`src/rtl/display_source_scheduler_if.sv`:
```
// Request/display bundle between the value sources and the display source scheduler.
// The master side raises requests and watches the display; the scheduler is the slave.
interface display_source_scheduler_if #(
  parameter int unsigned BIN_WIDTH = 14
);
  logic [3:0]             src_valid;
  logic [4*BIN_WIDTH-1:0] src_value;
  logic [3:0]             src_ready;
  logic [15:0]            bcd_out;
  logic                   bcd_valid;
  logic [1:0]             cur_src;
  logic                   overflow;

  modport master (
    output src_valid, src_value,
    input  src_ready, bcd_out, bcd_valid, cur_src, overflow
  );

  modport slave (
    input  src_valid, src_value,
    output src_ready, bcd_out, bcd_valid, cur_src, overflow
  );
endinterface

```
`src/rtl/display_source_scheduler.sv`:
```
// Round-robin sharing of a 4-digit BCD display among four binary sources, with a
// sequential double-dabble converter and a fixed dwell time per shown value.
module display_source_scheduler #(
  parameter int unsigned BIN_WIDTH = 14,
  parameter int unsigned DWELL_MAX = 49_999_999,
  parameter int unsigned DWELL_W   = 26
) (
  input logic                     clk,
  input logic                     rst_n,
  display_source_scheduler_if.slave bus
);

  localparam int unsigned CNT_W = $clog2(BIN_WIDTH + 1);

  typedef enum logic [2:0] {
    ARB,
    GRANT,
    CONV,
    LOAD,
    SHOW
  } state_t;

  state_t               state, state_nxt;
  logic [1:0]           rr_ptr;      // next index to search from
  logic [1:0]           grant_idx;
  logic [3:0]           ready_r;
  logic [15:0]          bcd_sh;
  logic [BIN_WIDTH-1:0] bin_sh;
  logic                 ovf_flag;
  logic [CNT_W-1:0]     bit_cnt;
  logic [DWELL_W-1:0]   dwell;
  logic [15:0]          bcd_out_r;
  logic                 bcd_valid_r;
  logic [1:0]           cur_src_r;
  logic                 overflow_r;

  logic                 found;
  logic [1:0]           pick;
  logic [1:0]           idx;
  logic [BIN_WIDTH-1:0] sel_value;
  logic [15+BIN_WIDTH:0] dd_next;

  // Add 3 to every BCD digit that is 5 or more, ahead of the shift.
  function automatic logic [15:0] add3(input logic [15:0] b);
    logic [15:0] r;
    r = b;
    for (int d = 0; d < 4; d++) begin
      if (b[d*4 +: 4] >= 4'd5) r[d*4 +: 4] = b[d*4 +: 4] + 4'd3;
    end
    return r;
  endfunction

  // NOTE: every always_comb output gets a default first so no path infers a latch.
  always_comb begin
    found = 1'b0;
    pick  = rr_ptr;
    idx   = rr_ptr;
    for (int k = 0; k < 4; k++) begin
      idx = rr_ptr + 2'(k);
      if (!found && bus.src_valid[idx]) begin
        found = 1'b1;
        pick  = idx;
      end
    end
  end

  assign sel_value = bus.src_value[grant_idx*BIN_WIDTH +: BIN_WIDTH];
  assign dd_next   = {add3(bcd_sh), bin_sh} << 1;

  always_comb begin
    state_nxt = state;
    unique case (state)
      ARB:   if (found) state_nxt = GRANT;
      GRANT: state_nxt = CONV;
      CONV:  if (bit_cnt == CNT_W'(BIN_WIDTH - 1)) state_nxt = LOAD;
      LOAD:  state_nxt = SHOW;
      SHOW:  if (dwell == DWELL_W'(DWELL_MAX)) state_nxt = ARB;
      default: state_nxt = ARB;
    endcase
  end

  // NOTE: sequential state uses non-blocking assignments so every register samples
  // pre-edge values regardless of statement order.
  always_ff @(posedge clk or negedge rst_n) begin
    if (!rst_n) begin
      state <= ARB;
    end else begin
      state <= state_nxt;
    end
  end

  always_ff @(posedge clk or negedge rst_n) begin
    if (!rst_n) begin
      rr_ptr      <= 2'd0;
      grant_idx   <= 2'd0;
      ready_r     <= 4'b0000;
      bcd_sh      <= 16'h0000;
      bin_sh      <= '0;
      ovf_flag    <= 1'b0;
      bit_cnt     <= '0;
      dwell       <= '0;
      bcd_out_r   <= 16'h0000;
      bcd_valid_r <= 1'b0;
      cur_src_r   <= 2'd0;
      overflow_r  <= 1'b0;
    end else begin
      ready_r <= 4'b0000;
      unique case (state)
        ARB: begin
          // READY is registered, so it is high exactly during the GRANT cycle.
          if (found) begin
            ready_r   <= 4'b0001 << pick;
            grant_idx <= pick;
            rr_ptr    <= pick + 2'd1;
          end
        end
        GRANT: begin
          bin_sh   <= sel_value;
          bcd_sh   <= 16'h0000;
          ovf_flag <= (32'(sel_value) > 32'd9999);
          bit_cnt  <= '0;
        end
        CONV: begin
          if (!ovf_flag) {bcd_sh, bin_sh} <= dd_next;
          bit_cnt <= bit_cnt + CNT_W'(1);
        end
        LOAD: begin
          bcd_out_r   <= ovf_flag ? 16'h9999 : bcd_sh;
          cur_src_r   <= grant_idx;
          overflow_r  <= ovf_flag;
          bcd_valid_r <= 1'b1;
          dwell       <= '0;
        end
        SHOW: dwell <= dwell + DWELL_W'(1);
        default: ;
      endcase
    end
  end

  assign bus.src_ready = ready_r;
  assign bus.bcd_out   = bcd_out_r;
  assign bus.bcd_valid = bcd_valid_r;
  assign bus.cur_src   = cur_src_r;
  assign bus.overflow  = overflow_r;

endmodule
```
`src/flat_wrapper.sv`:
```
// flat-port wrapper written by rule: the top's interface ports become plain ports
module display_source_scheduler_flat 
#(
  parameter int unsigned BIN_WIDTH = 14,
  parameter int unsigned DWELL_MAX = 49_999_999,
  parameter int unsigned DWELL_W   = 26
)
  (clk, rst_n, bus_src_valid, bus_src_value, bus_src_ready, bus_bcd_out, bus_bcd_valid, bus_cur_src, bus_overflow);
  display_source_scheduler_if #(.BIN_WIDTH(BIN_WIDTH)) bus_i ();
  input logic clk;
  input logic rst_n;
  input wire logic [$bits(bus_i.src_valid)-1:0] bus_src_valid;
  input wire logic [$bits(bus_i.src_value)-1:0] bus_src_value;
  output wire logic [$bits(bus_i.src_ready)-1:0] bus_src_ready;
  output wire logic [$bits(bus_i.bcd_out)-1:0] bus_bcd_out;
  output wire logic [$bits(bus_i.bcd_valid)-1:0] bus_bcd_valid;
  output wire logic [$bits(bus_i.cur_src)-1:0] bus_cur_src;
  output wire logic [$bits(bus_i.overflow)-1:0] bus_overflow;
  assign bus_i.src_valid = bus_src_valid;
  assign bus_i.src_value = bus_src_value;
  assign bus_src_ready = bus_i.src_ready;
  assign bus_bcd_out = bus_i.bcd_out;
  assign bus_bcd_valid = bus_i.bcd_valid;
  assign bus_cur_src = bus_i.cur_src;
  assign bus_overflow = bus_i.overflow;
  display_source_scheduler #(.BIN_WIDTH(BIN_WIDTH), .DWELL_MAX(DWELL_MAX), .DWELL_W(DWELL_W)) u_core (.clk(clk), .rst_n(rst_n), .bus(bus_i));
endmodule
```
`config.mk`:
```
export PLATFORM = sky130hd
export DESIGN_NAME = display_source_scheduler_flat
export DESIGN_NICKNAME = d
export VERILOG_FILES = /design/src/rtl/display_source_scheduler_if.sv /design/src/rtl/display_source_scheduler.sv /design/src/flat_wrapper.sv
export SDC_FILE = /design/constraint.sdc
export NUM_CORES = 1
export LEC_CHECK = 0
export ABC_AREA = 1
export CAP_MARGIN = 40
export CORE_AREA = 2 2 114 116
export CTS_CLUSTER_SIZE = 20
export DETAILED_ROUTE_END_ITERATION = 6
export DIE_AREA = 0 0 116 118
export GPL_TIMING_DRIVEN = 0
export HOLD_SLACK_MARGIN = 0.06
export PLACE_DENSITY = 0.66
export RECOVER_POWER = 100
export SLEW_MARGIN = 20
export SYNTH_ARGS = -nofsm -noshare
export SYNTH_HDL_FRONTEND = slang
export SYNTH_SLANG_ARGS = --single-unit
export TNS_END_PERCENT = 1
```
`constraint.sdc`:
```
create_clock -name clk -period 2.5 [get_ports clk]
set_input_delay 0.375 -clock clk [delete_from_list [all_inputs] [get_ports clk]]
set_output_delay 0.375 -clock clk [all_outputs]
set_load 0.1 [all_outputs]
```
==> results of run 1 <==
-- layout by cell type, fill, tap and decap left out, drive strengths merged, types with 15 or more instances in the layout --
cell type,synthesis,final
a21oi,24,24
dfrtp,92,92
clkbuf,10,46
clkdlybuf4s50,0,83
ha,15,15
nor3,15,15
nand2,193,193
o22ai,17,17
nand3,47,47
nor2,82,82
inv,85,87
o21ai,58,58
-- cell families after synthesis --
family | synth area share (%)
adders and majority gates | 3.51
buffers and inverters | 7.96
AOI/OAI and AO/OA | 13.8
DFF | 43.1
and+or+nand+nor | 29.3
xor gates and xnor gates | 1.97
muxes | 0.375
-- cells in the mapped netlist (3+ instances only) --
library cell	number
nand4_1	13
nor3_1	11
o211ai_1	5
nand2_4	3
a21oi_1	24
o41ai_1	4
buf_2	8
inv_2	10
nand2_1	179
o22ai_1	17
inv_1	74
dfrtp_1	92
nand3_1	46
o221ai_1	6
o21ai_0	53
ha_1	15
nand2_2	11
xor2_1	10
clkbuf_1	10
nor2_1	79
-- critical path: cells and delay by family (launching register included) --
| kind | cells | cell delay, ns |
|---|---|---|
| and+or+nand+nor | 2 | 0.89 |
| buffers and inverters | 2 | 0.50 |
| DFF | 1 | 0.40 |
| AOI/OAI and AO/OA | 1 | 0.18 |
-- per-stage QoR --
stage	power, mW	worst slack, ns	TNS (ns)	hold slack, ns	cells
2_1_floorplan	5.13	0.754	0	0.0794	702
3_3_place_gp	6.10	-2.36	-216.10	0.450	959
3_5_place_dp	6.62	0.239	0	0.291	984
4_1_cts	8.04	0.541	0	0.480	1000
5_1_grt	8.16	0.197	0	0.500	1000
6_report	7.61	0.380	0	0.473	1000
-- how the worst max path moves through the flow --
stage | from | endpoint | cells after the start
finish | u_core.state[2] | u_core.bin_sh[9] | 5
global route | u_core.state[2] | u_core.bin_sh[10] | 7
CTS | u_core.rr_ptr[1] | u_core.rr_ptr[1] | 13
detailed placement | bus_src_valid[3] | u_core.rr_ptr[1] | 13
global placement | rst_n | u_core.bin_sh[4] | 1
floorplan | u_core.rr_ptr[0] | u_core.rr_ptr[1] | 12
-- state kept, by name, indices dropped and copies added (netlist names) --
signal and flops:
u_core.bcd_sh 16, u_core.bin_sh 14, u_core.bit_cnt 4, u_core.bus.bcd_out 16, u_core.bus.bcd_valid 1, u_core.bus.cur_src 2
u_core.bus.overflow 1, u_core.bus.src_ready 4, u_core.dwell 26, u_core.grant_idx 2, u_core.ovf_flag 1, u_core.rr_ptr 2
u_core.state 3
-- routing by layer --
layer,up-vias,global-route usage (%)
met2,177,33.7
met5,-,0
met3,16,3.66
met1,2367,28.2
met4,0,5.43
li1,2548,-
-- layout make-up --
type | instances | area share, %
sequential | 92 | 33.7
multi-input combinational | 504 | 37.6
inverter | 86 | 4.76
buffer | 20 | 1.45
clock buffer | 11 | 3.55
tap | 172 | 3.15
timing repair buffer | 111 | 15.0
clock inverter | 4 | 0.842
-- where the power goes --
group	switching (mW)	leakage, nW	internal [mW]
combinational	2.86	1.78	1.25
clock	0.589	0.144	0.809
sequential	0.240	1.21	1.86
==> summary.txt, run 1 <==
Run status
  • Outcome: finished clean

Timing
  • Hold Vio Cnt, Final: 0
  • Setup Viol. Count Final: 0
  • Final Max Tran Viols: 0
  • Setup Skew: 0.00797 ns
  • Maximum clock rate: 472 MHz
  • Min Tclk post-route: 2.12 ns
  • Tcrit/Tclk final: 84.8%
  • Tightest Pin Transition: between 0.9 and 1 ns
  • Max-slew headroom: between 30 and 40%
  • RSZ-0062 raised after global routing: no

Clock network
  • # H-tree levels: 3
  • CTS tree: yes
  • Root buffer cell: clkbuf_16
  • Post-CTS setup buffer count: 0
  • Clock buffer depth: 2
  • CTS buffer count: 9
  • CTS sink cnt: 92
  • Insertion delay to the later sink of the worst-skew pair: roughly 0.34 ns
  • Cts hold-fix bufs: 1
  • Post-CTS sizing: 0
  • Reg clk slew, reported paths: around 0.070 ns

Yosys
  • Top-area cell type share of the netlist area: between 40% and 50%
  • Cell Area, Synth: around 0.0053 mm²
  • Post-synthesis async set-or-reset flop share: 100%
  • Cell variety after synth: 43
  • Synth top area cells: dfrtp_1, nand2_1, nor2_1
  • Synth Register Bits: around 90
  • Syn Nets: ~780
  • Post-synth EDFFs: 0
  • Seq/Total Area, Yosys: 43.1%
  • Ys flop type: dfrtp_1
  • Syn Area/Cell: around 7.6 µm²
  • Leading area contributor after synthesis: dfrtp_1
  • Synth Instances: 702
  • YS warnings: 0

Die
  • Initial core utilization: 43.0%
  • Core Footprint: approximately 0.012 mm²
  • Die X-Extent: around 120 µm
  • Num ports: 86
  • Die height: approximately 120 µm
  • DIE AREA: ~0.014 mm²
  • FP Rows: 41

Pwr
  • Maximum VDD drop: between 0.9 and 1 mV
  • Pwr dens: around 1100 mW/mm²
  • Lkg Pwr: roughly 3.1 nW

Finish
  • Filler Cells Inserted: approximately 1,200
  • Area of the multi-input gates: 0.00257 mm²
  • Reg area: 0.00230 mm²
  • Final Util: between 50% and 60%
  • Fin area: slightly below 0.007 mm²
  • Layout Area Growth over Synthesis: 27.9%
  • # diodes: 0
  • Nets: about 900
  • Share of layout cells above drive strength 1: under 10%

Global route
  • Grt ovf: 0
  • First-pass GRT wire length: approximately 23 mm
  • Vias in the first global route: ~5,000
  • Largest net degree at the start of global routing: 60
  • Initial antenna violation count: 0
  • GRT Util Overall: 20.6%

Hold path
  • Hold Path Cell Cnt: 1
  • Hold crit path type: reg2reg
  • Min-delay src: u_core.bus.bcd_valid
  • Hold Path Sink: u_core.bus.bcd_valid

Routing
  • Detailed-route via count: about 5,100
  • Top layer in use: met4
  • Met3 WL: ~850 µm
  • Vias per inst: 5.11
  • Met2 WL: about 6.4 mm
  • DRT Pass-1 Iters: 5
  • Initial drt markers: about 290
  • WL met1: slightly above 6 mm
  • Wire per inst: roughly 14 µm
  • Remaining antenna violation count: 0
  • Post-route DRC violation count: 0
  • Wirelength, routed: roughly 14 mm

Critical path
  • Worst r2r src: u_core.state[2]
  • CP Capture Type: flip-flop
  • CP Launch Type: flip-flop
  • Worst-path cell chain: nor3_1, inv_2, nand2_1, clkbuf_1, o221ai_1
  • R2R cell count: 5
  • Reg-to-Reg End: u_core.bin_sh[9]
  • Reg2Reg Setup Slack: 0.38 ns
  • CP peak stage delay: roughly 0.73 ns
  • Worst path required time: roughly 2.7 ns
  • CP max FO: 10
  • Crit path arrival time: around 2.3 ns
  • CP max stage cell: nor3_1
  • WS Path Type: reg2reg

Placement
  • Placed Instance Area: approximately 0.007 mm²
  • Final Wtd Congestion: just under 1
  • Port bufs: 85
  • Hpwl dp: slightly above 10 mm

Run
  • Max-cap violations: 0
Power figures use the tool's default switching activity.
==> run 2: changes to the inputs <==
clock period = 2.02 ns   (was 2.5 ns; I/O delays follow)
==> run 2 against run 1 <==
Net effect: sequential cell count stayed put; sequential share of layout area is 0.50 points lower; die area stayed put; cell count is 0.30% higher; worst setup slack worse by 0.25 ns; register-to-register slack worse by 0.25 ns; critical path type unchanged; largest cell class unchanged; largest power group unchanged.
==> summary.txt, run 2 (same netlist as run 1, synthesis figures left out) <==
Run status
  • Outcome: finished clean

Placement
  • Inst Count DP: 984 (unchanged)
  • Port bufs: 85 (unchanged)
  • Hpwl dp: 10.2 mm (unchanged)
  • Final Wtd Congestion: 0.972 (unchanged)

Die
  • Core Footprint: 0.0124 mm² (unchanged)
  • DIE AREA: 0.0137 mm² (unchanged)
  • FP Rows: 41 (unchanged)
  • Initial core utilization: 43.0% (unchanged)
  • Die height: 118 µm (unchanged)
  • Num ports: 86 (unchanged)
  • Die X-Extent: 116 µm (unchanged)

Timing
  • Final Max Tran Viols: 0 (unchanged)
  • Total negative slack: 0 ns (unchanged)
  • Setup Skew: 0.00943 ns (+0.00146 ns)
  • Setup Viol. Count Final: 0 (unchanged)
  • Tcrit/Tclk final: 93.4% (+8.6 points)
  • Max-slew headroom: 42.1% (+3.2 points)
  • RSZ-0062 raised after global routing: no
  • Tightest Pin Transition: 0.869 ns (-0.0474 ns)
  • Maximum clock rate: 530 MHz (+12%)
  • Min Tclk post-route: 1.89 ns (-0.233 ns)
  • Hold Vio Cnt, Final: 0 (unchanged)

Routing
  • Wire per inst: 13.5 µm (about the same)
  • Wirelength, routed: 13.5 mm (+0.20%)
  • Remaining antenna violation count: 0 (unchanged)
  • Post-route DRC violation count: 0 (unchanged)
  • Detailed-route via count: 5,082 (-0.51%)
  • DRT Pass-1 Iters: 5 (unchanged)
  • Initial drt markers: 288 (unchanged)
  • Vias per inst: 5.07 (-0.81%)

Global route
  • Vias in the first global route: 4,993 (unchanged)
  • Largest net degree at the start of global routing: 60 (unchanged)
  • Grt ovf: 0 (unchanged)
  • Initial antenna violation count: 0 (unchanged)
  • First-pass GRT wire length: 23.0 mm (unchanged)
  • GRT Util Overall: 20.6% (unchanged)

Finish
  • Nets: 904 (+0.33%)
  • Finished Layout Cells: 1,003 (+0.30%)
  • Max FFs per register: 26 (unchanged)
  • Share of layout cells above drive strength 1: 11.6% (+2.1 points)
  • Filler Cells Inserted: 1,151 (-0.35%)
  • Most flop-heavy register: u_core.dwell
  • Most common cell after layout, fill and taps aside: nand2_1
  • Final Util: 55.9% (+0.87 points)
  • Leading cell types in the layout, fill and taps excluded: nand2_1, dfrtp_1, clkdlybuf4s50_1
  • Layout Area Growth over Synthesis: 30.0%
  • # diodes: 0 (unchanged)

Critical path
  • CP Capture Type: flip-flop
  • CP max FO: 10 (unchanged)
  • CP Buf/Inv Count: 2 (unchanged)
  • Crit path arrival time: 2.10 ns (-0.21 ns)
  • CP peak stage delay: 0.41 ns (-0.32 ns)
  • Reg2Reg Setup Slack: 0.13 ns (-0.25 ns)
  • Worst r2r src: u_core.rr_ptr[0]
  • Top delay family on crit path: simple AND/OR/NAND/NOR gates
  • WS Path Type: reg2reg
  • R2R cell count: 12 (+7)
  • Worst-path cell chain: buf_6, nand2_1, nand3_1, nand2_2, nand3_2, nand3_1, nand3_2, nand2_2, inv_1, ha_1, nand2_1, o21ai_1
  • CP max stage cell: dfrtp_1
  • Reg-to-Reg End: u_core.rr_ptr[1]
  • CP Launch Type: flip-flop
  • Worst path required time: 2.24 ns (-0.45 ns)

Clock network
  • CTS tree: yes
  • Clock buffer depth: 2 (unchanged)
  • Insertion delay to the later sink of the worst-skew pair: 0.34 ns (about the same)
  • # H-tree levels: 3 (unchanged)
  • Root buffer cell: clkbuf_16
  • CTS buffer count: 9 (unchanged)
  • Reg clk slew, reported paths: 0.07 ns (about the same)
  • CTS sink cnt: 92 (unchanged)

Hold path
  • Hold Path Sink: u_core.bus.bcd_valid
  • Hold crit path type: reg2reg
  • Min-delay src: u_core.bus.bcd_valid
  • Hold Path Cell Cnt: 1 (unchanged)

Pwr
  • Lkg Pwr: 3.15 nW (+0.42%)
  • Pwr dens: 1400 mW/mm² (+26%)
  • Maximum VDD drop: 1.19 mV (+22%)

Run
  • Max-cap violations: 0 (unchanged)
[run 2: changes by cell type in the layout (fill, tap and decap cells not counted), moves of 3 or more]
cell	previous run	this run
clkbuf_4	0	14
nor3_2	0	3
buf_4	0	3
clkbuf_2	24	2
buf_2	7	15
nand3_1	47	43
nand3_2	0	3
nor3_1	14	11
nand2_1	180	177
[run 2: worst register-to-register path, delay by kind of cell (launching register included)]
kind | cells | cell delay, ns
AO/OA/AOI/OAI | 1 | 0.06
AND/OR/NAND/NOR | 8 | 0.80
adder cells (fa/ha/maj) | 1 | 0.29
buffers and inverters | 2 | 0.21
flip-flops | 1 | 0.41
[run 2: layout make-up]
class                   instances  area, µm²  area share (%)
plain buffers                  20       98.8            1.42
clock buffers                  11        243            3.50
clock inverters                 4       57.6           0.829
inverters                      86        328            4.72
multi-input cells             504       2630            37.9
flip-flops and latches         92       2300            33.2
well taps                     172        215            3.10
repair buffers                114       1070            15.4
[run 2: routing by layer]
| metal | wire length [µm] | track usage (%) | part of all wire [%] | vias to the layer above |
|---|---|---|---|---|
| met5 | 0 | 0 | 0 | - |
| met1 | 6160 | 28.2 | 45 | 2347 |
| li1 | - | - | - | 2549 |
| met3 | 825 | 3.66 | 6.1 | 11 |
| met2 | 6390 | 33.7 | 47 | 175 |
| met4 | 161 | 5.43 | 1.2 | 0 |
[run 2: worst max-delay path by stage]
| stage | end | start | depth (start not counted) | slack (ns) |
|---|---|---|---|---|
| global route | u_core.rr_ptr[1] | u_core.rr_ptr[0] | 12 | 0.01 |
| CTS | u_core.rr_ptr[1] | u_core.rr_ptr[1] | 13 | 0.06 |
| finish | u_core.rr_ptr[1] | u_core.rr_ptr[0] | 12 | 0.13 |
| global placement | u_core.bin_sh[4] | rst_n | 1 | -2.76 |
| detailed placement | u_core.rr_ptr[1] | bus_src_valid[3] | 13 | -0.17 |
| floorplan | u_core.rr_ptr[1] | u_core.rr_ptr[0] | 12 | 0.27 |
[run 2: where the power goes]
group          internal (mW)  switching, mW
registers               2.30          0.306
clock network           1.00          0.730
logic                   1.73           3.64
[run 2: through the flow]
stage	hold slack, ns	area, µm²	setup WS, ns	total power [mW]
after floorplan	0.00741	5340	0.274	6.34
after global placement	0.450	6410	-2.76	7.54
after detailed placement	0.219	6810	-0.169	8.20
after CTS	0.437	7120	0.0607	9.95
after global routing	0.500	6940	0.0119	10.4
final	0.472	6940	0.133	9.71
[run 2: what timing repair did]
item / in CTS / in global routing
setup endpoints to repair: 0 / 3
resized for setup: 0 / 13
hold buffers: 1 / 0
hold endpoints to repair: 33 / 0
setup buffers: 0 / 3
==> run 3: changes to the inputs <==
CAP_MARGIN = 20   (was 40)
CORE_AREA = 2 2 103 105   (was 2 2 114 116)
DIE_AREA = 0 0 105 107   (was 0 0 116 118)
GPL_ROUTABILITY_DRIVEN = 0   (was unset)
PLACE_DENSITY = 0.79   (was 0.66)
==> run 3 against run 2 <==
Net effect: hold slack hardly changed; utilization grew 9.2 points; clock skew increased by 0.0034 ns; sequential cell count did not move; global-route usage up 3.9 points; count of clock-buffer cells in the layout shrank 1; die area down 18%; combinational power fell by 4.8%; clock power shrank 17%; fmax fell by 2.2%; critical endpoint unchanged.
==> summary.txt, run 3 (same netlist as run 1, synthesis figures left out) <==
Run status
  • Outcome: finished clean

Finish
  • Layout Area Growth over Synthesis: 23.0%
  • Most common cell after layout, fill and taps aside: nand2_1
  • # diodes: 0 (unchanged)
  • Nets: 885 (-2.1%)
  • Most flop-heavy register: u_core.dwell
  • Max FFs per register: 26 (unchanged)
  • Leading cell types in the layout, fill and taps excluded: nand2_1, dfrtp_1, nor2_1
  • Fin area: 0.00657 mm² (-5.3%)
  • Share of layout cells above drive strength 1: 10.5% (-1.1 points)

Clock network
  • Insertion delay to the later sink of the worst-skew pair: 0.37 ns (+0.03 ns)
  • # H-tree levels: 3 (unchanged)
  • CTS sink cnt: 92 (unchanged)
  • Root buffer cell: clkbuf_8
  • CTS tree: yes
  • Reg clk slew, reported paths: 0.10 ns (+0.03 ns)
  • Clock buffer depth: 2 (unchanged)
  • CTS buffer count: 9 (unchanged)

Routing
  • Post-route DRC violation count: 0 (unchanged)
  • Wire per inst: 13.9 µm (+2.9%)
  • Detailed-route via count: 5,170 (+1.7%)
  • Top layer in use: met4
  • Met2 WL: 6.20 mm (-3.0%)
  • Initial drt markers: 353 (+23%)
  • Remaining antenna violation count: 0 (unchanged)
  • Wirelength, routed: 13.2 mm (-2.7%)
  • WL met1: 5.78 mm (-6.2%)
  • Met3 WL: 987 µm (+20%)
  • DRT Pass-1 Iters: 6 (+1)
  • Vias per inst: 5.45 (+7.5%)

Timing
  • Setup Viol. Count Final: 0 (unchanged)
  • Hold Vio Cnt, Final: 0 (unchanged)
  • Setup Skew: 0.0128 ns (+0.00338 ns)
  • Tcrit/Tclk final: 95.5% (+2.1 points)
  • Total negative slack: 0 ns (unchanged)
  • Final Max Tran Viols: 0 (unchanged)
  • Tightest Pin Transition: 1.21 ns (+0.344 ns)
  • Maximum clock rate: 518 MHz (-2.2%)
  • Min Tclk post-route: 1.93 ns (+0.0422 ns)
  • Max-slew headroom: 19.5% (-23 points)

Hold path
  • Hold crit path type: reg2reg
  • Min-delay src: u_core.bus.bcd_valid

Die
  • Initial core utilization: 52.9% (+9.9 points)
  • DIE AREA: 0.0112 mm² (-18%)
  • Core Footprint: 0.0101 mm² (-19%)
  • FP Rows: 37 (-9.8%)
  • Die X-Extent: 105 µm (-9.5%)
  • Die height: 107 µm (-9.3%)
  • Num ports: 86 (unchanged)

Pwr
  • Pwr dens: 1390 mW/mm² (-0.30%)
  • Total power: 9.16 mW (-5.6%)
  • Lkg Pwr: 2.98 nW (-5.6%)
  • Maximum VDD drop: 0.830 mV (-30%)

Critical path
  • CP dominant cell by count: nand2_1
  • CP peak stage delay: 0.46 ns (+0.05 ns)
  • CP Capture Type: flip-flop
  • CP Buf/Inv Count: 2 (unchanged)
  • CP Launch Type: flip-flop
  • CP max FO: 5 (-5)
  • WS Path Type: reg2reg
  • Crit path arrival time: 2.18 ns (+0.08 ns)
  • CP max stage cell: dfrtp_2
  • Top delay family on crit path: simple AND/OR/NAND/NOR gates
  • Worst-path cell chain: buf_6, nand2_1, nand3_1, nand2_4, nand3_4, nor2_2, nand2_1, nand2_2, inv_2, ha_4, nand2_1, o21ai_1
  • CP Launch Point: u_core.rr_ptr[0]
  • Worst path required time: 2.27 ns (+0.03 ns)
  • Worst r2r src: u_core.rr_ptr[0]

Global route
  • Largest net degree at the start of global routing: 51 (-15%)
  • Initial antenna violation count: 0 (unchanged)
  • Grt ovf: 0 (unchanged)
  • GRT Util Overall: 24.5% (+3.9 points)
  • Vias in the first global route: 4,984 (-0.18%)
  • First-pass GRT wire length: 22.5 mm (-2.3%)

Placement
  • Hpwl dp: 9.75 mm (-4.4%)
  • Placed Instance Area: 0.00639 mm² (-6.1%)
  • Port bufs: 85 (unchanged)

Run
  • Max-cap violations: 0 (unchanged)
==> run 3: final timing paths <==
path | to | slack [ns] | cells after the start
setup / recovery | u_core.rr_ptr[1] | 0.09 | 12
hold / removal | u_core.bus.bcd_valid | 0.47 | 1
setup reg to reg | u_core.rr_ptr[1] | 0.09 | 12
hold reg to reg | u_core.bus.bcd_valid | 0.47 | 1
max in group asynchronous | u_core.bcd_sh[10] | 0.40 | 3
min in group asynchronous | u_core.dwell[23] | 0.66 | 2
==> run 3: routing by layer <==
| metal | global-route usage (%) | up-vias |
|---|---|---|
| met5 | 0 | - |
| met3 | 4.74 | 19 |
| met1 | 31.9 | 2406 |
| li1 | - | 2518 |
| met2 | 41.2 | 227 |
| met4 | 8.48 | 0 |
==> run 3: area by class of cell <==
cell class | instances | area [µm²]
inverters | 86 | 328
flip-flops and latches | 92 | 2300
repair buffers | 94 | 767
fillers | 900 | 3520
repair inverters | 1 | 7.51
multi-input cells | 504 | 2670
well taps | 136 | 170
clock inverters | 6 | 93.8
clock buffers | 10 | 138
plain buffers | 20 | 98.8
==> run 3: what timing repair did <==
action / in CTS / in global routing
pin swaps: 0 / 6
cloned: 0 / 2
endpoints found under the setup margin: 24 / 3
endpoints found under the hold margin: 42 / 0
resized for setup: 24 / 18
hold buffers: 1 / 0
setup buffers: 0 / 6
==> run 3: where the power goes <==
part	switching, mW	total, mW	internal (mW)	leakage, nW
clock	0.686	1.43	0.744	0.119
combinational	3.68	5.11	1.43	1.65
sequential	0.319	2.62	2.30	1.21
total	4.69	9.16	4.48	2.98
==> run 3: stage by stage <==
| stage | hold slack [ns] | setup WS [ns] | std cells | utilization, % |
|---|---|---|---|---|
| final | 0.472 | 0.0908 | 949 | 65.1 |
| after global routing | 0.522 | -0.0182 | 949 | 65.1 |
| after CTS | 0.436 | 0.0364 | 941 | 65.4 |
| after detailed placement | 0.250 | -0.185 | 924 | 63.3 |
| after global placement | 0.451 | -2.66 | 923 | 63.1 |
| after floorplan | 0.00741 | 0.274 | 702 | - |
